[src/rtl/forward_hazard_unit.sv]
// Operand-forwarding select and load-use stall generation for the REG/DEC stage.
// Keeps shadow EX/MEM destination slots and a saturating stall counter.
module forward_hazard_unit #(
   parameter int unsigned REG_BITS = 5,
   parameter int unsigned ZERO_REG = 31,
   parameter int unsigned CNT_W    = 16
) (
   input  logic             clk,
   input  logic             reset,
   input  logic [31:0]      OPCodeIn,
   input  logic             Reg2Loc,
   input  logic             UsesA,
   input  logic             UsesB,
   input  logic             RegWriteIn,
   input  logic             Mem2RegIn,
   input  logic             NOOPIn,
   input  logic             flush,
   output logic [1:0]       ForwardMuxA,
   output logic [1:0]       ForwardMuxB,
   output logic             stall,
   output logic             bubble,
   output logic [CNT_W-1:0] stall_count
);

   localparam int unsigned RD_LSB = 0;
   localparam int unsigned RN_LSB = 5;
   localparam int unsigned RM_LSB = 16;

   localparam logic [1:0] SEL_RF  = 2'b00;
   localparam logic [1:0] SEL_EX  = 2'b01;
   localparam logic [1:0] SEL_MEM = 2'b10;

   typedef enum logic {RUN, STALL} state_t;

   state_t              state_q;
   logic                ex_v_q, ex_wr_q, ex_ld_q;
   logic [REG_BITS-1:0] ex_rd_q;
   logic                mem_v_q, mem_wr_q;
   logic [REG_BITS-1:0] mem_rd_q;
   logic [CNT_W-1:0]    stall_count_q;

   logic                ex_v_d, ex_wr_d, ex_ld_d;
   logic [REG_BITS-1:0] ex_rd_d;
   logic [REG_BITS-1:0] src_a, src_b, dst;
   logic                ex_hit_a, ex_hit_b, mem_hit_a, mem_hit_b;
   logic                load_use;
   logic [1:0]          sel_a, sel_b;
   logic                unused_opcode;

   assign unused_opcode = ^OPCodeIn;

   function automatic logic hit(input logic v, input logic wr,
                                input logic [REG_BITS-1:0] rd,
                                input logic [REG_BITS-1:0] src,
                                input logic uses);
      return v & wr & uses & (rd == src) & (src != REG_BITS'(ZERO_REG));
   endfunction

   // A stalling load in EX suppresses forwarding for that operand; EX beats MEM.
   function automatic logic [1:0] pick(input logic ex_hit, input logic ex_ld,
                                       input logic mem_hit);
      if (ex_hit)       return ex_ld ? SEL_RF : SEL_EX;
      else if (mem_hit) return SEL_MEM;
      else              return SEL_RF;
   endfunction

   always_comb begin
      dst       = OPCodeIn[RD_LSB +: REG_BITS];
      src_a     = OPCodeIn[RN_LSB +: REG_BITS];
      src_b     = Reg2Loc ? OPCodeIn[RM_LSB +: REG_BITS] : dst;
      ex_hit_a  = hit(ex_v_q, ex_wr_q, ex_rd_q, src_a, UsesA);
      ex_hit_b  = hit(ex_v_q, ex_wr_q, ex_rd_q, src_b, UsesB);
      mem_hit_a = hit(mem_v_q, mem_wr_q, mem_rd_q, src_a, UsesA);
      mem_hit_b = hit(mem_v_q, mem_wr_q, mem_rd_q, src_b, UsesB);
      load_use  = ex_ld_q & (ex_hit_a | ex_hit_b);
      sel_a     = pick(ex_hit_a, ex_ld_q, mem_hit_a);
      sel_b     = pick(ex_hit_b, ex_ld_q, mem_hit_b);
   end

   // Outputs are held quiet while reset is asserted; flush overrides load-use.
   always_comb begin
      ForwardMuxA = SEL_RF;
      ForwardMuxB = SEL_RF;
      stall       = 1'b0;
      bubble      = 1'b0;
      if (!reset) begin
         ForwardMuxA = sel_a;
         ForwardMuxB = sel_b;
         stall       = load_use & ~flush;
         bubble      = load_use | flush;
      end
   end

   always_comb begin
      ex_v_d  = 1'b0;
      ex_rd_d = '0;
      ex_wr_d = 1'b0;
      ex_ld_d = 1'b0;
      if (!bubble) begin
         ex_v_d  = 1'b1;
         ex_rd_d = dst;
         ex_wr_d = RegWriteIn & ~NOOPIn;
         ex_ld_d = Mem2RegIn & ~NOOPIn;
      end
   end

   always_ff @(posedge clk) begin
      if (reset) begin
         ex_v_q        <= 1'b0;
         ex_rd_q       <= '0;
         ex_wr_q       <= 1'b0;
         ex_ld_q       <= 1'b0;
         mem_v_q       <= 1'b0;
         mem_rd_q      <= '0;
         mem_wr_q      <= 1'b0;
         stall_count_q <= '0;
      end else begin
         mem_v_q  <= ex_v_q;
         mem_rd_q <= ex_rd_q;
         mem_wr_q <= ex_wr_q;
         ex_v_q   <= ex_v_d;
         ex_rd_q  <= ex_rd_d;
         ex_wr_q  <= ex_wr_d;
         ex_ld_q  <= ex_ld_d;
         if (stall && (stall_count_q != {CNT_W{1'b1}}))
            stall_count_q <= stall_count_q + CNT_W'(1);
      end
   end

   always_ff @(posedge clk) begin
      if (reset) begin
         state_q <= RUN;
      end else begin
         case (state_q)
            RUN:     state_q <= stall ? STALL : RUN;
            STALL:   state_q <= RUN;
            default: state_q <= RUN;
         endcase
      end
   end

   assign stall_count = stall_count_q;

   // EX holds a bubble in STALL, so a load-use hit there means back-to-back stalls.
   a_no_double_stall: assert property (@(posedge clk) disable iff (reset)
      (state_q == STALL) |-> !load_use);

endmodule
[config.mk]
export PLATFORM = sky130hd
export DESIGN_NAME = forward_hazard_unit
export DESIGN_NICKNAME = d
export VERILOG_FILES = /design/src/rtl/forward_hazard_unit.sv
export SDC_FILE = /design/constraint.sdc
export NUM_CORES = 1
export LEC_CHECK = 0
export ABC_AREA = 1
export CAP_MARGIN = 40
export CELL_PAD_IN_SITES_DETAIL_PLACEMENT = 0
export CELL_PAD_IN_SITES_GLOBAL_PLACEMENT = 1
export CORE_ASPECT_RATIO = 1.1
export CORE_MARGIN = 2
export CORE_UTILIZATION = 30
export CTS_CLUSTER_SIZE = 10
export DETAILED_ROUTE_END_ITERATION = 6
export HOLD_SLACK_MARGIN = 0.08
export PLACE_DENSITY_LB_ADDON = 0.25
export SYNTH_ARGS = -nofsm -noshare
export SYNTH_HDL_FRONTEND = slang
export SYNTH_SLANG_ARGS = --single-unit
[constraint.sdc]
create_clock -name clk -period 2.18 [get_ports clk]
set_input_delay 0.436 -clock clk [delete_from_list [all_inputs] [get_ports clk]]
set_output_delay 0.436 -clock clk [all_outputs]
set_load 0.01 [all_outputs]
After elaboration in Yosys (flattened, before gate mapping)
Cells that the tools add are included.
{"block": "word_totals", "output_inout_bits": 22, "register_bits": 31, "word_cells": 51, "input_bits": 41}
{"block": "op_classes", "bitwise_logic": 22, "mux": 11, "addsub": 1, "n_reduce_logical": 2, "n_eq_ne": 7}
{"operator": "$eq A5 B5 Y1", "count": 4}
{"operator": "$and A1 B1 Y1", "count": 18}
{"operator": "$add A16 B1 Y16 const B", "count": 1}
{"operator": "$ne A16 B16 Y1 const B", "count": 1}
{"operator": "$mux W2", "count": 6}
{"operator": "$ne A5 B5 Y1 const B", "count": 2}
{"operator": "$mux W5", "count": 1}
{"operator": "$mux W1", "count": 4}
{"operator": "$not A1 Y1", "count": 2}
{"operator": "$or A1 B1 Y1", "count": 2}
{"operator": "$reduce_or A2 Y1", "count": 1}
{"operator": "$logic_and A1 B1 Y1", "count": 1}

Longest topological paths before layout
{"block": "depth", "ltp_word": 9, "mapped_depth": 15, "ltp_nobuf": 14}

Least setup slack after synthesis
Ideal clock, no wire load.
{"block": "synth_path", "path_type": "input to output", "startpoint": "input Reg2Loc", "endpoint": "output stall", "n_path_buf": 0, "cell_stages": 11, "setup_slack_ns": 0.214, "arrival_time_ns": 1.530, "required_ns": 1.744, "cell_sequence": "inv_2 -> nand2_1 -> nand2_1 -> nand2_1 -> nand2_1 -> nand2_1 -> nor2_1 -> nand2_2 -> a21oi_4 -> inv_1 -> nor3_1"}
{"block": "synth_between", "elab_chain_len": 8, "word_cells_on_any_way": 9, "cone_classes": "eq/ne: 2; mux: 2; bitwise: 5"}
{"item": "from (decl)", "line": "11", "source": "input logic Reg2Loc,"}
{"item": "$mux W5 *", "line": "70", "source": "src_b = Reg2Loc ? OPCodeIn[RM_LSB +: REG_BITS] : dst;"}
{"item": "$eq A5 B5 Y1", "line": "56", "source": "return v & wr & uses & (rd == src) & (src != REG_BITS'(ZERO_REG));"}
{"item": "$and A1 B1 Y1", "line": "56"}
{"item": "$and A1 B1 Y1 *", "line": "56"}
{"item": "$or A1 B1 Y1 *", "line": "75", "source": "load_use = ex_ld_q & (ex_hit_a | ex_hit_b);"}
{"item": "$and A1 B1 Y1 *", "line": "75"}
{"item": "$and A1 B1 Y1 *", "line": "89", "source": "stall = load_use & ~flush;"}
{"item": "$mux W1 *", "line": "86", "source": "if (!reset) begin"}
{"item": "to (decl)", "line": "20", "source": "output logic stall,"}
Every way passes the cells marked *; elsewhere a longest branch is shown, timed or not.

Worst setup path after layout
{"block": "layout_path", "startpoint": "input OPCodeIn[1]", "endpoint": "output bubble"}
{"block": "layout_between", "elab_chain_len": 8, "word_cells_on_any_way": 9, "cone_classes": "eq/ne: 2; mux: 2; bitwise: 5"}
{"item": "from (decl)", "line": "10", "source": "input logic [31:0] OPCodeIn,"}
{"item": "$mux W5 *", "line": "70"}
{"item": "$eq A5 B5 Y1", "line": "56"}
{"item": "$and A1 B1 Y1", "line": "56"}
{"item": "$and A1 B1 Y1 *", "line": "56"}
{"item": "$or A1 B1 Y1 *", "line": "75"}
{"item": "$and A1 B1 Y1 *", "line": "75"}
{"item": "$or A1 B1 Y1 *", "line": "90", "source": "bubble = load_use | flush;"}
{"item": "$mux W1 *", "line": "86"}
{"item": "to (decl)", "line": "21", "source": "output logic bubble,"}
Marks and branches as above.

==> impl_metrics.yaml <==
power_and_ir_drop:
  clkPwrFrac_pct: 42.8
  power_density_nw_per_um2: 470
  seq_power_share_pct: 43.3
  total_power_mw: 1.35
  vdd_drop_max_uv: 342
  p_sw_share_pct: 25.7
  p_leak_nw: 1.36
  p_int_mw: 1.00
  power_frac_comb_pct: 13.9
  net-switching-power_uw: 346
synthesis:
  synth-adder-area-share_pct: 0.663
  ys_async_sr_fraction_pct: 0
  synth_cell_types: 27
  yosysWarnings: 0
  synth.top_cell.area_share_pct: 32.9
  synth_top_cells_by_area: "dfxtp_1, nand2_1, inv_1"
  synth_largest_area_cell: "dfxtp_1"
  syn-cell-area_um2: 1890
  synth_cells: 313
  synth_top_family_by_area: "simple AND/OR/NAND/NOR gates"
  synth_simple_gate_area_share_pct: 42.7
  synth_xor_xnor_area_share_pct: 3.25
  synth-seq-cells: 31
  synthMuxAreaShare_pct: 0
  ys_seq_area_share_pct: 32.9
  synth_flop_cell: "dfxtp_1"
  synth_most_common_cell: "nand2_1"
  synth_common_cells: "nand2_1, inv_1, nor2_1"
  synth_edf_count: 0
  syn_avg_cell_area_um2: 6.03
  synth-compound-area-share_pct: 6.36
  syn_nets: 355
timing:
  holdWs_ns: 0.377
  rsz0062_at_grt: "yes"
  finClkSkew_ns: 0.00461
  finalCriticalPeriod_ns: 2.14
  hold_viol_final: 0
  period_share_pct: 98.0
  finalWorstSetupSlack_ns: 0.0434
  report.final.slew_viol_count: 0
  fmax_mhz: 468
  max-slew-margin-rel_pct: 78.4
  finalSetupViolCount: 0
  tightest_slew_ns: 0.324
setup_path:
  arrival_ns: 1.70
  end_kind: "output port"
  worst-path-buf-inv: 3
  crit_required_ns: 1.74
  critPathKind: "primary input to output port"
  crit_path_cell_trace: "clkdlybuf4s15_1, nand2_2, nand2_2, nand2_1, nand3_1, nor2_1, nand2_2, a21oi_4, buf_6, nor2_2, nor2_1, buf_2"
  startpoint_type: "primary input"
  path_common_cell: "nand2_2"
  slowest_delay_ns: 0.21
  cp_slowest_cell: "clkdlybuf4s15_1"
  cp_top_family: "simple AND/OR/NAND/NOR gates"
  crit_fanout: 4
die:
  fp-row-count: 30
  die_h_um: 87.2
  dieWidth_um: 79.6
  ioPinCount: 63
  die_area_um2: 6950
  initial_utilization_pct: 30.9
  coreArea_um2: 6120
routing:
  drt_pass1_iterations: 4
  ant_nets: 0
  vias: 2121
  via_per_inst: 4.47
  drt_wl_total_um: 5520
  drtIter0Drc: 88
  post_drt_wl_per_cell_um: 11.7
  route.detailed.drc: 0
run:
  maxCapViolations: 0
layout:
  nFillCells: 647
  drive_gt1_share_pct: 29.7
  syn_to_final_growth_pct: 51.9
  fin_cells: 474
  final_nets: 435
  antennaDiodeCount: 0
clock_tree:
  numCtsBuffers: 5
  clockBufferDepth: 2
  cts.htree.levels: 2
  tritoncts: "built"
  cts_hold_buf: 0
  cts.clk_slew.worst_paths_ns: 0.07
  cts_num_sinks: 31
  clock_latency_ns: 0.28
  root_buffer: "clkbuf_8"
global_routing:
  grt_max_degree: 16
  grt_pass1_wl_um: 9450
  gr-total-overflow: 0
  grt_pass1_vias: 2149
  antenna_found_initial: 0
  grtUsageTotal_pct: 17.0
min_path:
  hp-class: "primary input to flip-flop"
placed_design:
  gp_congestion: 0.814
  hpwl_um: 4090
  io_buffers: 45
  place_inst: 458
  dpl_worst_slack_ns: -0.866
status:
  status: "finished, final reports clean"
## power groups by stage
| stage | combinational (mW) | clock (mW) | sequential, mW |
|---|---|---|---|
| 6_report | 0.187 | 0.576 | 0.583 |
| 5_1_grt | 0.207 | 0.617 | 0.585 |
| 4_1_cts | 0.179 | 0.597 | 0.583 |
| 3_5_place_dp | 0.168 | 0 | 0.596 |
| 3_3_place_gp | 0.169 | 0 | 0.596 |
| 2_1_floorplan | 0.0739 | 0 | 0.593 |
## final cells by class
| class | instances | area [µm²] | share of cell area [%] |
|---|---|---|---|
| clock buffer | 5 | 68.8 | 2.40 |
| clock inverter | 3 | 43.8 | 1.53 |
| inverter | 63 | 244 | 8.51 |
| multi-input combinational | 214 | 1150 | 40.1 |
| sequential | 31 | 633 | 22.1 |
| tap | 80 | 100 | 3.49 |
| timing repair buffer | 78 | 628 | 21.9 |
## tightest hold or removal path, cell delays in order
cell,delay [ns]
clkbuf_2,0.11
inv_1,0.05
nor2_1,0.03
## sequential cells by signal, summed over array words and instances (netlist names)
name         count
ex_ld_q          1
ex_rd_q          5
ex_v_q           1
ex_wr_q          1
mem_rd_q         5
mem_v_q          1
mem_wr_q         1
stall_count     16
## stage by stage
stage	TNS, ns	util [%]	instance area, µm²
after floorplan	0	-	1890
after global placement	-10.80	42.4	2600
after detailed placement	-11.31	42.4	2600
after CTS	0	46.3	2830
after global routing	-0.0510	46.9	2870
final	0	46.9	2870
## cells in the final DEF, fill, tap and decap left out, types with 2 or more instances in the layout
master | Yosys | layout
a2111oi_2 | 0 | 2
a21oi_1 | 3 | 2
buf_2 | 0 | 7
buf_4 | 0 | 32
buf_6 | 1 | 2
clkbuf_2 | 0 | 7
clkbuf_8 | 0 | 5
clkdlybuf4s15_1 | 0 | 6
clkdlybuf4s50_1 | 0 | 20
dfxtp_1 | 31 | 25
dfxtp_2 | 0 | 4
dfxtp_4 | 0 | 2
dlygate4sd2_1 | 0 | 4
inv_1 | 61 | 50
inv_2 | 2 | 12
nand2_1 | 80 | 67
nand2_2 | 4 | 15
nand2_4 | 0 | 2
nand3_1 | 18 | 13
nand3_2 | 0 | 4
nand3b_1 | 2 | 2
nand4_1 | 13 | 13
nor2_1 | 57 | 52
nor2_2 | 1 | 6
nor3_1 | 10 | 5
nor3_2 | 0 | 5
o21ai_0 | 6 | 6
o22ai_1 | 3 | 3
xor2_1 | 6 | 5
## path summary, 6_finish.rpt
kind / start / end / cells after the start / slack, ns
worst min-delay path: OPCodeIn[3] / ex_rd_q[3] / 3 / 0.38
worst max register to register: stall_count[1] / stall_count[9] / 11 / 0.31
worst max-delay path: OPCodeIn[1] / bubble / 12 / 0.04
worst min register to register: ex_v_q / mem_v_q / 2 / 0.44
## routing by layer
metal / part of all wire [%] / track usage, %
met1: 46 / 21.6
met2: 47 / 28.8
met3: 5.1 / 3.53
met4: 2.1 / 5.49
met5: 0 / 0
## what timing repair did
action,4_1_cts,5_1_grt
resized for setup,97,36
buffers inserted,6,2
endpoints found under the setup margin,18,5
pin swaps,31,22
## kinds of logic (layout without fill, tap and decap cells)
kind of cell / count (synthesis) / after routing
AND/OR/NAND/NOR: 188 / 188
buffers and inverters: 68 / 149
flip-flops: 31 / 31
AO/OA/AOI/OAI: 18 / 18
XOR/XNOR: 7 / 7
adder cells (fa/ha/maj): 1 / 1
(Power assumes the default switching activity.)
